**config.mk**
```make
export PLATFORM = sky130hd
export DESIGN_NAME = alu_share_ctrl_flat
export DESIGN_NICKNAME = d
export VERILOG_FILES = /design/src/rtl/alu_share_ctrl_if.sv /design/src/rtl/alu_share_ctrl.sv /design/src/flat_wrapper.sv
export SDC_FILE = /design/constraint.sdc
export NUM_CORES = 1
export LEC_CHECK = 0
export ABC_AREA = 1
export CORE_ASPECT_RATIO = 0.5
export CORE_UTILIZATION = 37
export CTS_BUF_LIST = sky130_fd_sc_hd__clkbuf_16
export DETAILED_ROUTE_END_ITERATION = 7
export MAX_ROUTING_LAYER = met4
export PLACE_DENSITY = 0.76
export SYNTH_ARGS = -nofsm -noshare
export SYNTH_HDL_FRONTEND = slang
export SYNTH_SLANG_ARGS = --single-unit
```
**constraint.sdc**
```tcl
create_clock -name clk -period 1.1 [get_ports clk]
set_input_delay 0.165 -clock clk [delete_from_list [all_inputs] [get_ports clk]]
set_output_delay 0.165 -clock clk [all_outputs]
set_load 0.03 [all_outputs]
```
**src/rtl/alu_share_ctrl_if.sv**
```systemverilog
// Bus bundle between the two requesters, the shared-ALU controller, the ALU and the response consumer.
// The slave modport is the controller's view; the master modport is the surrounding datapath's view.
interface alu_share_ctrl_if #(
    parameter int unsigned WIDTH     = 8,
    parameter int unsigned MUL_WIDTH = 12
);
    logic                 req0_valid;
    logic                 req0_ready;
    logic [WIDTH-1:0]     req0_a;
    logic [WIDTH-1:0]     req0_b;
    logic [3:0]           req0_opsel;
    logic                 req1_valid;
    logic                 req1_ready;
    logic [WIDTH-1:0]     req1_a;
    logic [WIDTH-1:0]     req1_b;
    logic [3:0]           req1_opsel;
    logic [WIDTH-1:0]     alu_a;
    logic [WIDTH-1:0]     alu_b;
    logic [3:0]           alu_opsel;
    logic [MUL_WIDTH-1:0] alu_result;
    logic                 rsp_valid;
    logic                 rsp_ready;
    logic [MUL_WIDTH-1:0] rsp_result;
    logic                 rsp_id;
    logic                 rsp_err;

    modport slave (
        input  req0_valid, req0_a, req0_b, req0_opsel,
        input  req1_valid, req1_a, req1_b, req1_opsel,
        input  alu_result, rsp_ready,
        output req0_ready, req1_ready,
        output alu_a, alu_b, alu_opsel,
        output rsp_valid, rsp_result, rsp_id, rsp_err
    );

    modport master (
        output req0_valid, req0_a, req0_b, req0_opsel,
        output req1_valid, req1_a, req1_b, req1_opsel,
        output alu_result, rsp_ready,
        input  req0_ready, req1_ready,
        input  alu_a, alu_b, alu_opsel,
        input  rsp_valid, rsp_result, rsp_id, rsp_err
    );
endinterface

```
**src/rtl/alu_share_ctrl.sv**
```systemverilog
// Round-robin front end sharing one external combinational ALU between two requesters.
// One operation in flight: accept (IDLE) -> let ALU settle (ISSUE) -> hold response (RESP).
module alu_share_ctrl #(
    parameter int unsigned WIDTH     = 8,
    parameter int unsigned MUL_WIDTH = 12
) (
    input  logic             clk,
    input  logic             rst,
    alu_share_ctrl_if.slave  bus
);
    typedef enum logic [1:0] {IDLE, ISSUE, RESP} state_e;

    state_e               state_q;
    logic                 last_grant_q;
    logic                 id_q;
    logic [WIDTH-1:0]     a_q;
    logic [WIDTH-1:0]     b_q;
    logic [3:0]           opsel_q;
    logic                 rsp_valid_q;
    logic [MUL_WIDTH-1:0] rsp_result_q;
    logic                 rsp_id_q;
    logic                 rsp_err_q;

    logic grant0, grant1;
    logic acc0, acc1;
    logic op_err;

    // On a tie the requester that did not win last time gets the slot.
    always_comb begin
        grant0 = 1'b0;
        grant1 = 1'b0;
        if (bus.req0_valid && bus.req1_valid) begin
            grant0 = last_grant_q;
            grant1 = ~last_grant_q;
        end else begin
            grant0 = bus.req0_valid;
            grant1 = bus.req1_valid;
        end
    end

    assign acc0   = (state_q == IDLE) && grant0;
    assign acc1   = (state_q == IDLE) && grant1;
    assign op_err = (opsel_q >= 4'd11) || ((opsel_q == 4'd5) && (b_q == '0));

    always_ff @(posedge clk or posedge rst) begin
        if (rst) begin
            state_q      <= IDLE;
            last_grant_q <= 1'b1;
            id_q         <= 1'b0;
            a_q          <= '0;
            b_q          <= '0;
            opsel_q      <= '0;
            rsp_valid_q  <= 1'b0;
            rsp_result_q <= '0;
            rsp_id_q     <= 1'b0;
            rsp_err_q    <= 1'b0;
        end else begin
            case (state_q)
                IDLE: begin
                    if (acc0) begin
                        a_q          <= bus.req0_a;
                        b_q          <= bus.req0_b;
                        opsel_q      <= bus.req0_opsel;
                        id_q         <= 1'b0;
                        last_grant_q <= 1'b0;
                        state_q      <= ISSUE;
                    end else if (acc1) begin
                        a_q          <= bus.req1_a;
                        b_q          <= bus.req1_b;
                        opsel_q      <= bus.req1_opsel;
                        id_q         <= 1'b1;
                        last_grant_q <= 1'b1;
                        state_q      <= ISSUE;
                    end
                end
                ISSUE: begin
                    rsp_result_q <= op_err ? '0 : bus.alu_result;
                    rsp_err_q    <= op_err;
                    rsp_id_q     <= id_q;
                    rsp_valid_q  <= 1'b1;
                    state_q      <= RESP;
                end
                RESP: begin
                    if (bus.rsp_ready) begin
                        rsp_valid_q <= 1'b0;
                        state_q     <= IDLE;
                    end
                end
                default: state_q <= IDLE;
            endcase
        end
    end

    assign bus.req0_ready = acc0;
    assign bus.req1_ready = acc1;
    assign bus.alu_a      = a_q;
    assign bus.alu_b      = b_q;
    assign bus.alu_opsel  = opsel_q;
    assign bus.rsp_valid  = rsp_valid_q;
    assign bus.rsp_result = rsp_result_q;
    assign bus.rsp_id     = rsp_id_q;
    assign bus.rsp_err    = rsp_err_q;
endmodule

```
**src/flat_wrapper.sv**
```systemverilog
// flat-port wrapper written by rule: the top's interface ports become plain ports
module alu_share_ctrl_flat 
#(
    parameter int unsigned WIDTH     = 8,
    parameter int unsigned MUL_WIDTH = 12
)
  (clk, rst, bus_req0_valid, bus_req0_a, bus_req0_b, bus_req0_opsel, bus_req1_valid, bus_req1_a, bus_req1_b, bus_req1_opsel, bus_alu_result, bus_rsp_ready, bus_req0_ready, bus_req1_ready, bus_alu_a, bus_alu_b, bus_alu_opsel, bus_rsp_valid, bus_rsp_result, bus_rsp_id, bus_rsp_err);
  alu_share_ctrl_if #(.WIDTH(WIDTH), .MUL_WIDTH(MUL_WIDTH)) bus_i ();
  input  logic clk;
  input  logic rst;
  input wire logic [$bits(bus_i.req0_valid)-1:0] bus_req0_valid;
  input wire logic [$bits(bus_i.req0_a)-1:0] bus_req0_a;
  input wire logic [$bits(bus_i.req0_b)-1:0] bus_req0_b;
  input wire logic [$bits(bus_i.req0_opsel)-1:0] bus_req0_opsel;
  input wire logic [$bits(bus_i.req1_valid)-1:0] bus_req1_valid;
  input wire logic [$bits(bus_i.req1_a)-1:0] bus_req1_a;
  input wire logic [$bits(bus_i.req1_b)-1:0] bus_req1_b;
  input wire logic [$bits(bus_i.req1_opsel)-1:0] bus_req1_opsel;
  input wire logic [$bits(bus_i.alu_result)-1:0] bus_alu_result;
  input wire logic [$bits(bus_i.rsp_ready)-1:0] bus_rsp_ready;
  output wire logic [$bits(bus_i.req0_ready)-1:0] bus_req0_ready;
  output wire logic [$bits(bus_i.req1_ready)-1:0] bus_req1_ready;
  output wire logic [$bits(bus_i.alu_a)-1:0] bus_alu_a;
  output wire logic [$bits(bus_i.alu_b)-1:0] bus_alu_b;
  output wire logic [$bits(bus_i.alu_opsel)-1:0] bus_alu_opsel;
  output wire logic [$bits(bus_i.rsp_valid)-1:0] bus_rsp_valid;
  output wire logic [$bits(bus_i.rsp_result)-1:0] bus_rsp_result;
  output wire logic [$bits(bus_i.rsp_id)-1:0] bus_rsp_id;
  output wire logic [$bits(bus_i.rsp_err)-1:0] bus_rsp_err;
  assign bus_i.req0_valid = bus_req0_valid;
  assign bus_i.req0_a = bus_req0_a;
  assign bus_i.req0_b = bus_req0_b;
  assign bus_i.req0_opsel = bus_req0_opsel;
  assign bus_i.req1_valid = bus_req1_valid;
  assign bus_i.req1_a = bus_req1_a;
  assign bus_i.req1_b = bus_req1_b;
  assign bus_i.req1_opsel = bus_req1_opsel;
  assign bus_i.alu_result = bus_alu_result;
  assign bus_i.rsp_ready = bus_rsp_ready;
  assign bus_req0_ready = bus_i.req0_ready;
  assign bus_req1_ready = bus_i.req1_ready;
  assign bus_alu_a = bus_i.alu_a;
  assign bus_alu_b = bus_i.alu_b;
  assign bus_alu_opsel = bus_i.alu_opsel;
  assign bus_rsp_valid = bus_i.rsp_valid;
  assign bus_rsp_result = bus_i.rsp_result;
  assign bus_rsp_id = bus_i.rsp_id;
  assign bus_rsp_err = bus_i.rsp_err;
  alu_share_ctrl #(.WIDTH(WIDTH), .MUL_WIDTH(MUL_WIDTH)) u_core (.clk(clk), .rst(rst), .bus(bus_i));
endmodule
```
==> results.sh, run 1 <==
export IMPL_coreArea_mm2=0.00513
export IMPL_core_rowCount=18
export IMPL_yosysSeqAreaShare=0.477
export IMPL_ys_ff_latch=39
export IMPL_crit_chain="nor3_2, nand2_2, inv_4, buf_6, buf_6"
export IMPL_dp_hpwl_um=3950
export IMPL_critPathMaxFanout=3
export IMPL_synth_area_mm2=0.00205
export IMPL_gr_usage_met2=0.392
export IMPL_synth_area_leaders="dfrtp_1 46%, nand2_1 24%, inv_1 9.3%"
export IMPL_numPortBuffers=93
export IMPL_tightestPinTransition_ns=0.239
export IMPL_status="finished with violations"
export IMPL_ant_nets=0
export IMPL_drc=0
export IMPL_wl_per_cell_um=12.2
export IMPL_dpl_worst_slack_ns=-0.458
export IMPL_fillers=397
export IMPL_numCtsBuffers=5
export IMPL_pin_count=94
export IMPL_async_flop_share=1.00
export IMPL_synth_most_common_cell="nand2_1"
export IMPL_grtUsageMet1=0.212
export IMPL_yosysUniqueCellTypes=20
export IMPL_numClockSinks=39
export IMPL_p_switching_uw=4420
export IMPL_slew_viol_final=0
export IMPL_antenna_found_initial=0
export IMPL_sw_frac_of_total=0.424
export IMPL_power_leakage_uw=0.00189
export IMPL_wirelength_um=5860
export IMPL_clock_path_buffers=2
export IMPL_crit_path_max_incr_delay_ns=0.40
export IMPL_grt_total_usage=0.200
export IMPL_yosysTopAreaCell="dfrtp_1"
export IMPL_internal_power_uw=6010
export IMPL_h_tree_depth=2
export IMPL_clk_latency_ns=0.28
export IMPL_groute_layer_met3_usage=0.0369
export IMPL_fp_dieH_um=54.6
export IMPL_arrival_ns=1.27
export IMPL_finalSetupTns_ns=-8.58
export IMPL_power_density_mw_per_mm2=2940
export IMPL_syn_to_final_growth_pct=73.0
export IMPL_multi_input_area_um2=815
export IMPL_rsz0062_at_grt="true"
export IMPL_placed_cell_area_mm2=0.00312
export IMPL_finalSetupViolCount=42
export IMPL_fmax_ghz=0.695
export IMPL_violations="negative setup slack"
export IMPL_skew_ns=0.00360
export IMPL_layout_drive_gt1_share=0.267
export IMPL_slew_headroom=0.839
export IMPL_worst_ep_required_time_ns=0.94
export IMPL_grt_pass1_vias=2006
export IMPL_start_util=0.399
export IMPL_grt_max_degree=28
export IMPL_p_clk_frac=0.157
export IMPL_synth_common_cells="129 x nand2_1, 51 x inv_1, 38 x dfrtp_1, 25 x o21ai_0, 12 x nand3b_1"
export IMPL_grt_pass1_wl_um=8670
export IMPL_register_area_um2=992
export IMPL_crit_buf_inv=3
export IMPL_viasPerCell=4.53
export IMPL_synth_top_area_frac=0.464
export IMPL_fin_ws_ns=-0.339
export IMPL_combinationalPowerShare=0.586
export IMPL_period_share=1.31
export IMPL_crit_family="flip-flops"
export IMPL_synth_edf_count=0
export IMPL_syn_num_nets=342
export IMPL_holdBufCountCts=0
export IMPL_place_congestion=0.809
export IMPL_cts_root_buf="clkbuf_16"
export IMPL_cp_end_kind="primary output"
export IMPL_first_iter_violations=146
export IMPL_cts_tree="built"
export IMPL_clkTransAtPathRegs_ns=0.06
export IMPL_hold_class="in2async"
export IMPL_synth_avg_cell_area_um2=7.20
export IMPL_gr_total_overflow=0
export IMPL_dieArea_mm2=0.00586
export IMPL_first_pass_iters=4
export IMPL_fin_area_mm2=0.00355
export IMPL_startpoint_type="flip-flop"
export IMPL_p_seq_frac=0.258
export IMPL_drv_cap=0
export IMPL_busiest_layer="met2"
export IMPL_ir_worst_vdd_v=0.00150
export IMPL_die_w_um=107
export IMPL_fin_nets=465
export IMPL_cpMostUsedCell="buf_6"
export IMPL_synthCells=285
export IMPL_diodes=0
export IMPL_vias=2171
export IMPL_crit_slowest_cell="dfrtp_1"
export IMPL_finalHoldViolCount=0
export IMPL_worstSetupPathType="reg2out"
export IMPL_fin_crit_ns=1.44
export IMPL_ys_warn_count=0
export IMPL_synth_main_ff_cell="dfrtp_1"
final cells by class:
class                           instances  share of cell area
Timing Repair Buffer                  128               0.361
Sequential cell                        39               0.280
Multi-Input combinational cell        181               0.230
Inverter                               53              0.0575
Clock buffer                            5              0.0353
Tap cell                               70              0.0247
Clock inverter                          3              0.0123
routing by layer:
layer,vias up,wire [µm],part of all wire
met4,0,61,0.010
met5,-,0,0
met1,1011,2510,0.43
met2,65,3010,0.51
li1,1088,-,-
met3,7,284,0.048
cells by family (layout without fill, tap and decap cells):
logic type	Yosys count	in the layout	share of synthesized area
compound gates	26	26	0.0635
buf+inv	65	189	0.140
flops	39	39	0.477
simple gates	155	155	0.320
registers in the layout (all words and copies together) (netlist names):
signal / count
u_core.bus.rsp_result: 12
u_core.bus.rsp_id: 1
u_core.id_q: 1
u_core.last_grant_q: 1
u_core.bus.rsp_valid: 1
u_core.state_q: 2
u_core.bus.rsp_err: 1
u_core.bus.alu_a: 8
u_core.bus.alu_opsel: 4
u_core.bus.alu_b: 8
power groups by stage:
stage                     Sequential (µW)  Clock [µW]  Combinational [µW]
after floorplan                      3880           0                1970
after global placement               2620           0                5180
after detailed placement             2650           0                5290
after CTS                            2660        1660                5740
after global routing                 2760        1720                6610
final                                2690        1630                6110
worst paths after layout:
check,to,slack (ns),cells past startpoint,from
min,u_core.bus.rsp_err,0.28,3,rst
max reg2reg,u_core.bus.alu_a[0],-0.34,8,u_core.state_q[0]
max,bus_req0_ready,-0.34,5,u_core.state_q[0]
max in group asynchronous,u_core.last_grant_q,0.60,3,rst
min in group clk,u_core.last_grant_q,0.45,5,bus_req0_valid
min reg2reg,u_core.bus.rsp_err,0.48,2,u_core.bus.rsp_err
placed cells by master, fill, tap and decap left out, types with 2 or more instances in the layout:
| cell | n |
|---|---|
| inv_4 | 2 |
| nor2_1 | 5 |
| buf_6 | 29 |
| dfrtp_1 | 26 |
| nand2_2 | 4 |
| buf_4 | 38 |
| clkbuf_16 | 7 |
| nand3b_1 | 12 |
| clkdlybuf4s50_1 | 55 |
| inv_1 | 49 |
| nor2_4 | 2 |
| buf_12 | 2 |
| nand2_1 | 126 |
| o21ai_0 | 23 |
| dfrtp_2 | 12 |
| inv_2 | 2 |
stage by stage:
step	utilization	power [µW]	hold slack (ns)	std cells
6_report	0.691	10400	0.276	479
5_1_grt	0.691	11100	0.311	479
4_1_cts	0.666	10100	0.284	472
3_5_place_dp	0.608	7940	0.471	461
3_3_place_gp	0.608	7800	0.463	461
2_1_floorplan	-	5850	0.272	285
worst register-to-register path, delay by kind of cell, from the launching register on:
family,cells,cell delay (ns)
buf+inv,3,0.38
flops,1,0.40
simple gates,5,0.54
timing repair:
action,4_1_cts,5_1_grt
pin swaps,2,8
cloned,0,3
gates resized for setup,31,17
setup buffers,4,6
endpoints found under the setup margin,48,50
Power figures use the tool's default switching activity.
==> run 2, diff against run 1 <==
- ABC_AREA: 1 -> not set
- PLACE_DENSITY: 0.76 -> 0.77
==> run 2 against run 1 <==
Non-clock buffer count increased by 19; the flow still finishes with violations (negative setup slack); register-to-register slack worse by 0.12 ns; cell count down 15%; clock-buffer cell count unchanged; critical endpoint unchanged; sequential power is 7.8% higher; critical path type unchanged.
==> results.sh, run 2 <==
export IMPL_ys_warn_count=0
export IMPL_holdBufCountCts=0
export IMPL_core_rowCount=18
export IMPL_period_share=1.48
export IMPL_synth_top_area_frac=0.489
export IMPL_fin_hold_ws_ns=0.256
export IMPL_hold_class="in2async"
export IMPL_first_iter_violations=225
export IMPL_numPortBuffers=93
export IMPL_fin_crit_ns=1.63
export IMPL_viasPerCell=6.15
export IMPL_ir_worst_vdd_v=0.00144
export IMPL_wirelength_um=9480
export IMPL_synthAdderAreaFrac=0
export IMPL_grt_max_degree=40
export IMPL_clock_path_buffers=2
export IMPL_synth_edf_count=0
export IMPL_ys_ff_latch=39
export IMPL_rsz0062_at_grt="true"
export IMPL_pin_count=94
export IMPL_async_flop_share=1.00
export IMPL_place_congestion=0.736
export IMPL_yosysUniqueCellTypes=23
export IMPL_coreArea_mm2=0.00500
export IMPL_syn_num_nets=256
export IMPL_dp_hpwl_um=4420
export IMPL_most_common_layout_cells="55 x clkdlybuf4s50_1, 47 x buf_4, 38 x buf_6"
export IMPL_synth_top_family_by_area="compound AO/OA/AOI/OAI gates"
export IMPL_start_util=0.389
export IMPL_gr_total_overflow=0
export IMPL_numCtsBuffers=5
export IMPL_synth_most_common_cell="nand3_1"
export IMPL_yosysTopAreaCell="dfrtp_1"
export IMPL_synth_common_cells="40 x nand3_1, 38 x dfrtp_1, 22 x o21ai_0, 20 x o2111ai_1, 19 x clkbuf_1"
export IMPL_finalHoldViolCount=0
export IMPL_critPathMaxFanout=3
export IMPL_cts_root_buf="clkbuf_16"
export IMPL_h_tree_depth=2
export IMPL_startpoint_type="flip-flop"
export IMPL_synth_mux_area_frac=0
export IMPL_slew_headroom=0.701
export IMPL_drv_cap=0
export IMPL_yosysSeqAreaShare=0.503
export IMPL_cp_end_kind="primary output"
export IMPL_vias=2505
export IMPL_violations="negative setup slack"
export IMPL_final_common_cell="clkdlybuf4s50_1"
export IMPL_synth_avg_cell_area_um2=9.77
export IMPL_synthXorXnorAreaFrac=0
export IMPL_largest_register_ffs=12
export IMPL_numClockSinks=39
export IMPL_arrival_ns=1.47
export IMPL_synth_compound_area_frac=0.239
export IMPL_synth_main_ff_cell="dfrtp_1"
export IMPL_cts_tree="built"
export IMPL_total_power_uw=13000
export IMPL_status="finished with violations"
export IMPL_synth_area_mm2=0.00194
export IMPL_finalSetupTns_ns=-15.59
export IMPL_synth_area_leaders="dfrtp_1 49%, nand3_1 10%, o2111ai_1 9.0%"
export IMPL_first_pass_iters=5
export IMPL_syn_to_final_growth_pct=99.8
export IMPL_synthSimpleGateAreaFrac=0.200
export IMPL_worst_ep_required_time_ns=0.94
export IMPL_drc=0
export IMPL_clkTransAtPathRegs_ns=0.07
export IMPL_grt_pass1_vias=2465
export IMPL_synthCells=199
export IMPL_power_leakage_uw=0.00173
export IMPL_die_w_um=105
export IMPL_worstSetupPathType="reg2out"
export IMPL_fmax_ghz=0.613
export IMPL_fin_ws_ns=-0.530
export IMPL_power_density_mw_per_mm2=3350
export IMPL_finalSetupViolCount=53
export IMPL_ant_nets=0
export IMPL_dieArea_mm2=0.00557
export IMPL_grt_total_usage=0.304
export IMPL_layout_drive_gt1_share=0.507
export IMPL_grt_pass1_wl_um=12300
export IMPL_fp_dieH_um=53.3
export IMPL_slew_viol_final=0
export IMPL_antenna_found_initial=0
export IMPL_fin_nets=393
export IMPL_skew_ns=0.0110
export IMPL_clk_latency_ns=0.29
export IMPL_tightestPinTransition_ns=0.449
export IMPL_wl_per_cell_um=23.3
export IMPL_diodes=0
## run 2: layout make-up
class                           instances  area [µm²]
Fill cell                             283        1110
Clock buffer                            5         125
Inverter                                5        18.8
Sequential cell                        39         986
Tap cell                               70        87.6
Multi-Input combinational cell        138        1180
Timing Repair Buffer                  147        1450
Clock inverter                          3        43.8
## run 2: kinds of logic (layout without fill, tap and decap cells)
kind of cell,count (synthesis),in the layout
compound gates,61,62
buf+inv,26,160
flops,39,39
simple gates,73,76
## run 2: final timing paths
check,start,end,slack [ns],cells past startpoint
max reg2reg,u_core.bus.alu_opsel[1],u_core.bus.rsp_result[5],-0.46,4
min,rst,u_core.bus.rsp_result[9],0.26,3
max in group asynchronous,rst,u_core.last_grant_q,0.58,3
max,u_core.state_q[1],bus_req0_ready,-0.53,5
min reg2reg,u_core.bus.alu_a[5],u_core.bus.alu_a[5],0.51,2
min in group clk,bus_req0_valid,u_core.last_grant_q,0.39,3
## run 2: report_power, final
part | internal (µW) | switching [µW]
registers | 2190 | 705
logic | 3900 | 4490
clock network | 1070 | 639
total | 7160 | 5840
## run 2: per-layer routing
layer,global-route usage,part of all wire,up-vias,routed length (µm)
met1,0.342,0.38,1230,3590
met2,0.535,0.50,164,4730
met5,-,0,-,0
met4,0.136,0.039,0,368
met3,0.0702,0.083,47,785
li1,-,-,1064,-
## run 2: worst max-delay path, stage by stage, from the launching register on
cell	delay [ns]
dfrtp_1	0.43
buf_6	0.16
nor3b_4	0.27
nand2_2	0.12
inv_2	0.07
buf_6	0.12
## run 2: metrics by stage
step	instances	utilization	setup slack [ns]	instance area, µm²
2_1_floorplan	199	-	-0.436	2040
3_3_place_gp	374	0.617	-0.518	3090
3_5_place_dp	374	0.617	-0.575	3090
4_1_cts	399	0.736	-0.390	3680
5_1_grt	407	0.777	-0.540	3880
6_report	407	0.777	-0.530	3880
## run 2: what timing repair did
| action | 4_1_cts | 5_1_grt |
|---|---|---|
| resized for setup | 66 | 45 |
| cloned | 5 | 1 |
| setup endpoints to repair | 50 | 53 |
| pin swaps | 21 | 15 |
| setup buffers | 14 | 18 |
